File: config.mk
export PLATFORM = sky130hd
export DESIGN_NAME = costas_phase_detector
export DESIGN_NICKNAME = d
export VERILOG_FILES = /design/src/rtl/costas_pkg.sv /design/src/rtl/costas_loop_filter.sv /design/src/rtl/costas_phase_detector.sv
export SDC_FILE = /design/constraint.sdc
export NUM_CORES = 1
export LEC_CHECK = 0
export CAP_MARGIN = 30
export CELL_PAD_IN_SITES_DETAIL_PLACEMENT = 0
export CELL_PAD_IN_SITES_GLOBAL_PLACEMENT = 1
export CORE_ASPECT_RATIO = 0.5
export CORE_UTILIZATION = 54
export DETAILED_ROUTE_END_ITERATION = 10
export DONT_BUFFER_PORTS = 1
export GPL_TIMING_DRIVEN = 0
export PLACE_DENSITY_LB_ADDON = 0.1
export RECOVER_POWER = 100
export SETUP_SLACK_MARGIN = 0.15
export SLEW_MARGIN = 10
export SYNTH_ARGS = -nofsm -noshare
export SYNTH_HDL_FRONTEND = slang
export SYNTH_SLANG_ARGS = --single-unit
File: constraint.sdc
create_clock -name clk -period 7.1 [get_ports clk]
set_input_delay 0.71 -clock clk [delete_from_list [all_inputs] [get_ports clk]]
set_output_delay 0.71 -clock clk [all_outputs]
set_load 0.005 [all_outputs]
File: src/rtl/costas_pkg.sv
// Purpose: shared types, defaults and helpers for the Costas carrier phase detector.
// Latency: none (declarations only).
// Backpressure: none (declarations only).
package costas_pkg;

   localparam int INT_LEN_DEF = 16;
   localparam int ACC_W_DEF   = 8;

   // 2-bit phase offset handed to the NCO, modulo-4 arithmetic
   typedef logic [1:0] phase_t;

   typedef enum logic [0:0] {
      IDLE = 1'b0,
      RUN  = 1'b1
   } state_t;

   // Maps a 1-bit agreement flag to +1 (agree) / -1 (disagree)
   function automatic logic signed [1:0] bit_to_pm1(input logic b);
      return b ? 2'sb01 : 2'sb11;
   endfunction

endpackage

File: src/rtl/costas_loop_filter.sv
// Purpose: Costas discriminator, loop gain shift, modular phase accumulator and lock counter.
// Latency: 1 clk from in_vld to updated phase_error / dumps / dump_valid / lock.
// Backpressure: none; every in_vld pulse is consumed in the cycle it arrives.
// Ports: clk, rst (async active-low); in_vld/in_i/in_q = block sums from the integrators;
//        phase_error, i_dump, q_dump, dump_valid, lock = registered results.
module costas_loop_filter
   import costas_pkg::*;
#(
   parameter int SUM_W      = 6,
   parameter int ACC_W      = ACC_W_DEF,
   parameter int GAIN_SHIFT = 2,
   parameter int LOCK_CNT   = 4
) (
   input  logic                    clk,
   input  logic                    rst,
   input  logic                    in_vld,
   input  logic signed [SUM_W-1:0] in_i,
   input  logic signed [SUM_W-1:0] in_q,
   output phase_t                  phase_error,
   output logic signed [SUM_W-1:0] i_dump,
   output logic signed [SUM_W-1:0] q_dump,
   output logic                    dump_valid,
   output logic                    lock
);

   localparam int EXT_W = ACC_W + SUM_W;
   localparam int LK_W  = $clog2(LOCK_CNT + 1);

   logic        [ACC_W-1:0] acc;
   logic        [ACC_W-1:0] acc_nxt;
   logic signed [SUM_W-1:0] d;
   logic signed [EXT_W-1:0] d_ext;
   logic        [ACC_W-1:0] d_sh;
   logic        [SUM_W-1:0] abs_i;
   logic        [SUM_W-1:0] abs_q;
   logic        [LK_W-1:0]  lk_cnt;
   logic        [LK_W-1:0]  lk_nxt;

   always_comb begin
      // I == 0 is treated as the positive half-plane
      d      = in_i[SUM_W-1] ? -in_q : in_q;
      d_ext  = {{ACC_W{d[SUM_W-1]}}, d};
      // arithmetic shift on the widened value, then wrap into the accumulator width
      d_sh    = ACC_W'(d_ext >>> GAIN_SHIFT);
      acc_nxt = acc + d_sh;
      // magnitudes fit unsigned: sums never exceed +/-INT_LEN
      abs_i  = in_i[SUM_W-1] ? -in_i : in_i;
      abs_q  = in_q[SUM_W-1] ? -in_q : in_q;
      if (abs_i > abs_q)
         lk_nxt = (lk_cnt == LK_W'(LOCK_CNT)) ? lk_cnt : lk_cnt + 1'b1;
      else
         lk_nxt = '0;
   end

   always_ff @(posedge clk or negedge rst) begin
      if (!rst) begin
         acc         <= '0;
         phase_error <= 2'b00;
         i_dump      <= '0;
         q_dump      <= '0;
         dump_valid  <= 1'b0;
         lk_cnt      <= '0;
         lock        <= 1'b0;
      end else begin
         dump_valid <= in_vld;
         if (in_vld) begin
            acc         <= acc_nxt;
            phase_error <= acc_nxt[ACC_W-1 -: 2];
            i_dump      <= in_i;
            q_dump      <= in_q;
            lk_cnt      <= lk_nxt;
            lock        <= (lk_nxt == LK_W'(LOCK_CNT));
         end
      end
   end

endmodule

File: src/rtl/costas_phase_detector.sv
// Purpose: Costas carrier phase detector: 1-bit mixing, I/Q integrate-and-dump, loop filter to NCO.
// Latency: last sample of a block -> phase_error / i_dump / q_dump / dump_valid after 2 clk edges.
// Backpressure: none; one sample per clk while en=1, dropping en abandons the partial block.
// Ports: clk, rst (async active-low), en, sample, sine, cosine in;
//        phase_error, i_dump, q_dump, dump_valid, lock out.
module costas_phase_detector
   import costas_pkg::*;
#(
   parameter int INT_LEN    = INT_LEN_DEF,
   parameter int SUM_W      = $clog2(INT_LEN) + 2,
   parameter int ACC_W      = ACC_W_DEF,
   parameter int GAIN_SHIFT = 2,
   parameter int LOCK_CNT   = 4
) (
   input  logic                    clk,
   input  logic                    rst,
   input  logic                    en,
   input  logic                    sample,
   input  logic                    sine,
   input  logic                    cosine,
   output phase_t                  phase_error,
   output logic signed [SUM_W-1:0] i_dump,
   output logic signed [SUM_W-1:0] q_dump,
   output logic                    dump_valid,
   output logic                    lock
);

   localparam int CNT_W = $clog2(INT_LEN);
   localparam logic [CNT_W-1:0] LAST = CNT_W'(INT_LEN - 1);

   state_t                  state;
   logic        [CNT_W-1:0] cnt;
   logic signed [SUM_W-1:0] i_sum;
   logic signed [SUM_W-1:0] q_sum;
   logic signed [SUM_W-1:0] i_base;
   logic signed [SUM_W-1:0] q_base;
   logic        [CNT_W-1:0] cnt_base;
   logic signed [1:0]       i_pm;
   logic signed [1:0]       q_pm;
   logic signed [SUM_W-1:0] i_new;
   logic signed [SUM_W-1:0] q_new;
   logic signed [SUM_W-1:0] s1_i;
   logic signed [SUM_W-1:0] s1_q;
   logic                    s1_vld;

   always_comb begin
      i_pm     = bit_to_pm1(sample ~^ cosine);
      q_pm     = bit_to_pm1(sample ~^ sine);
      // A block always starts from zero when entering from IDLE, so the sample
      // presented on the enabling edge is the first sample of the block.
      i_base   = (state == RUN) ? i_sum : '0;
      q_base   = (state == RUN) ? q_sum : '0;
      cnt_base = (state == RUN) ? cnt   : '0;
      i_new    = i_base + {{(SUM_W-2){i_pm[1]}}, i_pm};
      q_new    = q_base + {{(SUM_W-2){q_pm[1]}}, q_pm};
   end

   always_ff @(posedge clk or negedge rst) begin
      if (!rst) begin
         state  <= IDLE;
         cnt    <= '0;
         i_sum  <= '0;
         q_sum  <= '0;
         s1_i   <= '0;
         s1_q   <= '0;
         s1_vld <= 1'b0;
      end else begin
         s1_vld <= 1'b0;
         if (!en) begin
            state <= IDLE;
            cnt   <= '0;
            i_sum <= '0;
            q_sum <= '0;
         end else begin
            state <= RUN;
            if (cnt_base == LAST) begin
               // final sums include this sample; next sample opens a new block
               s1_i   <= i_new;
               s1_q   <= q_new;
               s1_vld <= 1'b1;
               cnt    <= '0;
               i_sum  <= '0;
               q_sum  <= '0;
            end else begin
               cnt   <= cnt_base + 1'b1;
               i_sum <= i_new;
               q_sum <= q_new;
            end
         end
      end
   end

   costas_loop_filter #(
      .SUM_W      (SUM_W),
      .ACC_W      (ACC_W),
      .GAIN_SHIFT (GAIN_SHIFT),
      .LOCK_CNT   (LOCK_CNT)
   ) u_filter (
      .clk         (clk),
      .rst         (rst),
      .in_vld      (s1_vld),
      .in_i        (s1_i),
      .in_q        (s1_q),
      .phase_error (phase_error),
      .i_dump      (i_dump),
      .q_dump      (q_dump),
      .dump_valid  (dump_valid),
      .lock        (lock)
   );

endmodule
==> report_table.html <==
<table>
<tr><th>Metric</th><th>Value</th></tr>
<tr><th colspan="2">Setup path</th></tr>
<tr><td>Kind of launch point of the worst setup path</td><td>register</td></tr>
<tr><td>Chain of cells forming the critical path</td><td>nor2_1, nor4b_1, ha_1, nand2b_1, nand2_1, ha_1, a2111oi_0, a221o_1, o2111ai_1</td></tr>
<tr><td>Endpoint of the worst register-to-register path</td><td>u_filter.acc[7]</td></tr>
<tr><td>Critical path required time</td><td>7260 ps</td></tr>
<tr><td>Length in cells of the worst reg-to-reg path</td><td>9</td></tr>
<tr><td>R2r setup slk</td><td>4130 ps</td></tr>
<tr><td>Largest stage delay, worst path</td><td>560 ps</td></tr>
<tr><td>Slowest cell on the critical path</td><td>a2111oi_0</td></tr>
<tr><td>Setup CP Type</td><td>register to register</td></tr>
<tr><td>Maximum net fanout on the critical path</td><td>5</td></tr>
<tr><td>Worst path most repeated cell</td><td>ha_1</td></tr>
<tr><td>Critical R2R Launch</td><td>s1_q[3]</td></tr>
<tr><td>Worst path arrival time</td><td>3130 ps</td></tr>
<tr><td>Kind of capture point of the worst setup path</td><td>register</td></tr>
<tr><th colspan="2">Power and ir drop</th></tr>
<tr><td>Cell leakage power</td><td>1.600 nW</td></tr>
<tr><td>Maximum ir drop on the vdd rail</td><td>118.1 uV</td></tr>
<tr><td>Power density over the cells</td><td>187.9 mW/mm2</td></tr>
<tr><td>Post-layout total power</td><td>0.0006586 W</td></tr>
<tr><th colspan="2">Synthesis</th></tr>
<tr><td>Synth Instances</td><td>323</td></tr>
<tr><td>Count of flip-flops with a built-in enable after synthesis</td><td>0</td></tr>
<tr><td>Sequential element share of the synthesized area</td><td>42.02%</td></tr>
<tr><td>Top cell type by total area after synthesis</td><td>dfrtp_1</td></tr>
<tr><td>Synthesized area divided by synthesized cell count</td><td>10.14 um2</td></tr>
<tr><td>Ranking of synthesized cells by instance count</td><td>dfrtp_1 (55), nand2_1 (40), ha_1 (27), inv_1 (19), a21oi_1 (17)</td></tr>
<tr><td>Area fraction of the dominant cell type after synthesis</td><td>42.02%</td></tr>
<tr><td>Most numerous cell in the Yosys netlist</td><td>dfrtp_1</td></tr>
<tr><td>Yosys reg bits</td><td>55</td></tr>
<tr><td>Synthesized netlist net count</td><td>359</td></tr>
<tr><td>Number of distinct standard cells referenced by the synthesized netlist</td><td>51</td></tr>
<tr><td>Async set-or-reset flop fraction in the synthesized netlist</td><td>100.0%</td></tr>
<tr><td>Number of warnings reported in the yosys synthesis log</td><td>0</td></tr>
<tr><td>Mapped cell area</td><td>0.003276 mm2</td></tr>
<tr><td>Largest cells by area after synthesis</td><td>dfrtp_1 (42%), ha_1 (10%), mux2_2 (5.2%)</td></tr>
<tr><td>Main synth FF type</td><td>dfrtp_1</td></tr>
<tr><th colspan="2">Clock network</th></tr>
<tr><td>Number of buffers added to fix hold violations after cts</td><td>0</td></tr>
<tr><td>Insertion delay to the later sink of the worst-skew pair</td><td>300 ps</td></tr>
<tr><td>Htree depth</td><td>2</td></tr>
<tr><td>Worst-path clk slew</td><td>80 ps</td></tr>
<tr><td>Post-CTS setup buffer count</td><td>0</td></tr>
<tr><td>Root Driver</td><td>clkbuf_16</td></tr>
<tr><td>Post-cts repair resize count</td><td>0</td></tr>
<tr><td>Number of sinks on the clock net</td><td>55</td></tr>
<tr><td>Number of CTS-inserted buffers</td><td>5</td></tr>
<tr><td>CTS tree</td><td>built</td></tr>
<tr><td>Maximum buffer depth of the clock tree</td><td>2</td></tr>
<tr><th colspan="2">Placement</th></tr>
<tr><td>DP HPWL</td><td>4.637 mm</td></tr>
<tr><td>Weighted congestion reported at the end of routability-driven placement</td><td>0.7934</td></tr>
<tr><td>Quantity of I/O buffers inserted on ports</td><td>0</td></tr>
<tr><th colspan="2">Timing</th></tr>
<tr><td>Actual transition at the worst max-transition pin</td><td>590.9 ps</td></tr>
<tr><td>Worst Clk Skew</td><td>9.863 ps</td></tr>
<tr><td>Final number of max-transition violations</td><td>0</td></tr>
<tr><td>Hold Vio Cnt, Final</td><td>0</td></tr>
<tr><td>Setup repair after global routing missed its margin</td><td>no</td></tr>
<tr><td>Worst slew margin</td><td>59.59%</td></tr>
<tr><td>Max Freq</td><td>336.3 MHz</td></tr>
<tr><td>Clock period minus worst slack</td><td>2974 ps</td></tr>
<tr><td>Endpoints failing setup</td><td>0</td></tr>
<tr><td>Final sum of negative setup slack</td><td>0 ps</td></tr>
<tr><td>Tcrit/Tclk final</td><td>41.88%</td></tr>
<tr><th colspan="2">Global route</th></tr>
<tr><td>Global-route usage over all layers</td><td>22.50%</td></tr>
<tr><td>Sum of overflow across all layers after global routing</td><td>0</td></tr>
<tr><td>Via count of the first global-routing pass</td><td>2448</td></tr>
<tr><td>Global-route wire length before repair</td><td>11.17 mm</td></tr>
<tr><td>Largest net degree at the start of global routing</td><td>56</td></tr>
<tr><td>Antenna violations before repair</td><td>0</td></tr>
<tr><th colspan="2">Routing</th></tr>
<tr><td>Remaining antenna violation count after routing</td><td>0</td></tr>
<tr><td>Routed wire length</td><td>6.195 mm</td></tr>
<tr><td>Routed via count</td><td>2302</td></tr>
<tr><td>Initial DRC count</td><td>110</td></tr>
<tr><td>Routed wire length per instance</td><td>15.33 um</td></tr>
<tr><td>First-pass iteration count of the detailed router</td><td>4</td></tr>
<tr><td>Via-per-instance ratio</td><td>5.698</td></tr>
<tr><td>Post-route DRC violation count</td><td>0</td></tr>
<tr><th colspan="2">Floorplan</th></tr>
<tr><td>Die Ht</td><td>57.08 um</td></tr>
<tr><td>Number of top-level design ports</td><td>22</td></tr>
<tr><td>DIE AREA</td><td>0.006401 mm2</td></tr>
<tr><td>Die outline width</td><td>112.1 um</td></tr>
<tr><td>Initial core utilization</td><td>57.89%</td></tr>
<tr><td>CORE AREA</td><td>0.005658 mm2</td></tr>
<tr><td># rows</td><td>19</td></tr>
<tr><th colspan="2">Job</th></tr>
<tr><td>Reported max-cap violation count</td><td>0</td></tr>
<tr><th colspan="2">Cells and area</th></tr>
<tr><td>Fraction of layout instances using a drive strength above 1</td><td>10.57%</td></tr>
<tr><td>Layout-stage area growth over the synthesis result</td><td>6.990%</td></tr>
<tr><td>Net count of the finished layout</td><td>366</td></tr>
<tr><td>Antenna fix cells</td><td>0</td></tr>
<tr><th colspan="2">Hold path</th></tr>
<tr><td>Class of the worst hold path</td><td>primary input to async pin</td></tr>
<tr><th colspan="2">Status</th></tr>
<tr><td>Status</td><td>finished, final reports clean</td></tr>
</table>
==> through the flow <==
step / instance area, um2 / util (%) / std cells / worst slack (ps) / hold WS [ps]
after global routing: 3505 / 61.94 / 404 / 3868 / 85.80
after floorplan: 3276 / - / 323 / 4686 / 404.1
after detailed placement: 3367 / 59.51 / 396 / 4352 / 415.6
after global placement: 3367 / 59.51 / 396 / 4384 / 415.7
final: 3505 / 61.94 / 404 / 4126 / 105.5
after CTS: 3523 / 62.27 / 404 / 4302 / 93.57
==> logic make-up after synthesis <==
family / count (synthesis) / synth area share (%)
adders and majority gates: 30 / 12.15
DFF: 55 / 42.02
and+or+nand+nor: 103 / 15.97
AOI/OAI and AO/OA: 65 / 13.83
muxes: 17 / 5.768
buffers and inverters: 32 / 4.202
xor gates and xnor gates: 21 / 6.073
==> routing by layer <==
metal / wire length [um] / global-route usage (%) / up-vias
met4: 45 / 4.762 / 0
met1: 3177 / 29.53 / 1116
met2: 2779 / 38.78 / 37
met3: 193 / 5.420 / 6
met5: 0 / 0 / -
li1: - / - / 1143
==> registers in the layout (all words and copies together), names as in the netlist <==
name	cells
q_sum	6
u_filter.dump_valid	1
u_filter.lk_cnt	3
s1_q	6
state	1
u_filter.acc	8
u_filter.lock	1
s1_vld	1
i_sum	6
u_filter.q_dump	6
u_filter.i_dump	6
cnt	4
s1_i	6
==> cells in the final DEF, fill, tap and decap left out, drive strengths merged, types with 3 or more instances in the layout <==
| master | instances |
|---|---|
| a21boi | 3 |
| a21o | 4 |
| a21oi | 17 |
| a31oi | 3 |
| and2 | 12 |
| and3 | 3 |
| clkbuf | 15 |
| dfrtp | 55 |
| fa | 3 |
| ha | 27 |
| inv | 23 |
| mux2 | 15 |
| nand2 | 40 |
| nand2b | 6 |
| nand3 | 5 |
| nand4 | 3 |
| nor2 | 12 |
| nor2b | 7 |
| nor3 | 4 |
| nor3b | 3 |
| o21ai | 13 |
| o31ai | 7 |
| xnor2 | 16 |
| xor2 | 5 |
==> cell type report <==
cell class | count | area, um2
Buffer | 11 | 51.30
Clock buffer | 6 | 138.9
Clock inverter | 2 | 17.52
Fill cell | 471 | 2153
Inverter | 21 | 78.83
Multi-Input combinational cell | 236 | 1750
Sequential cell | 55 | 1376
Tap cell | 73 | 91.34
==> worst max-delay path: cells and delay by family, from the launching register on <==
| family | cells | cell delay, ps |
|---|---|---|
| flops | 1 | 450 |
| simple gates | 4 | 870 |
| compound gates | 3 | 920 |
| fa+ha+maj | 2 | 600 |
==> where the power goes <==
part / leakage (nW) / switching [W] / internal (W)
Combinational: 0.784 / 0.0000397 / 0.0000288
Clock: 0.0779 / 0.000119 / 0.000143
Sequential: 0.739 / 0.00000330 / 0.000324
Total: 1.60 / 0.000162 / 0.000497
==> worst max path at each step <==
stage	from	endpoint	slack, ps	cells after the start
2_1_floorplan	s1_q[3]	u_filter.acc[6]	4690	10
3_3_place_gp	s1_q[2]	u_filter.acc[6]	4380	10
3_5_place_dp	s1_q[3]	u_filter.acc[6]	4350	10
4_1_cts	s1_q[3]	u_filter.acc[6]	4300	10
5_1_grt	s1_q[2]	u_filter.acc[7]	3870	9
6_report	s1_q[3]	u_filter.acc[7]	4130	9
No activity file was read; power rests on OpenSTA's default activity.
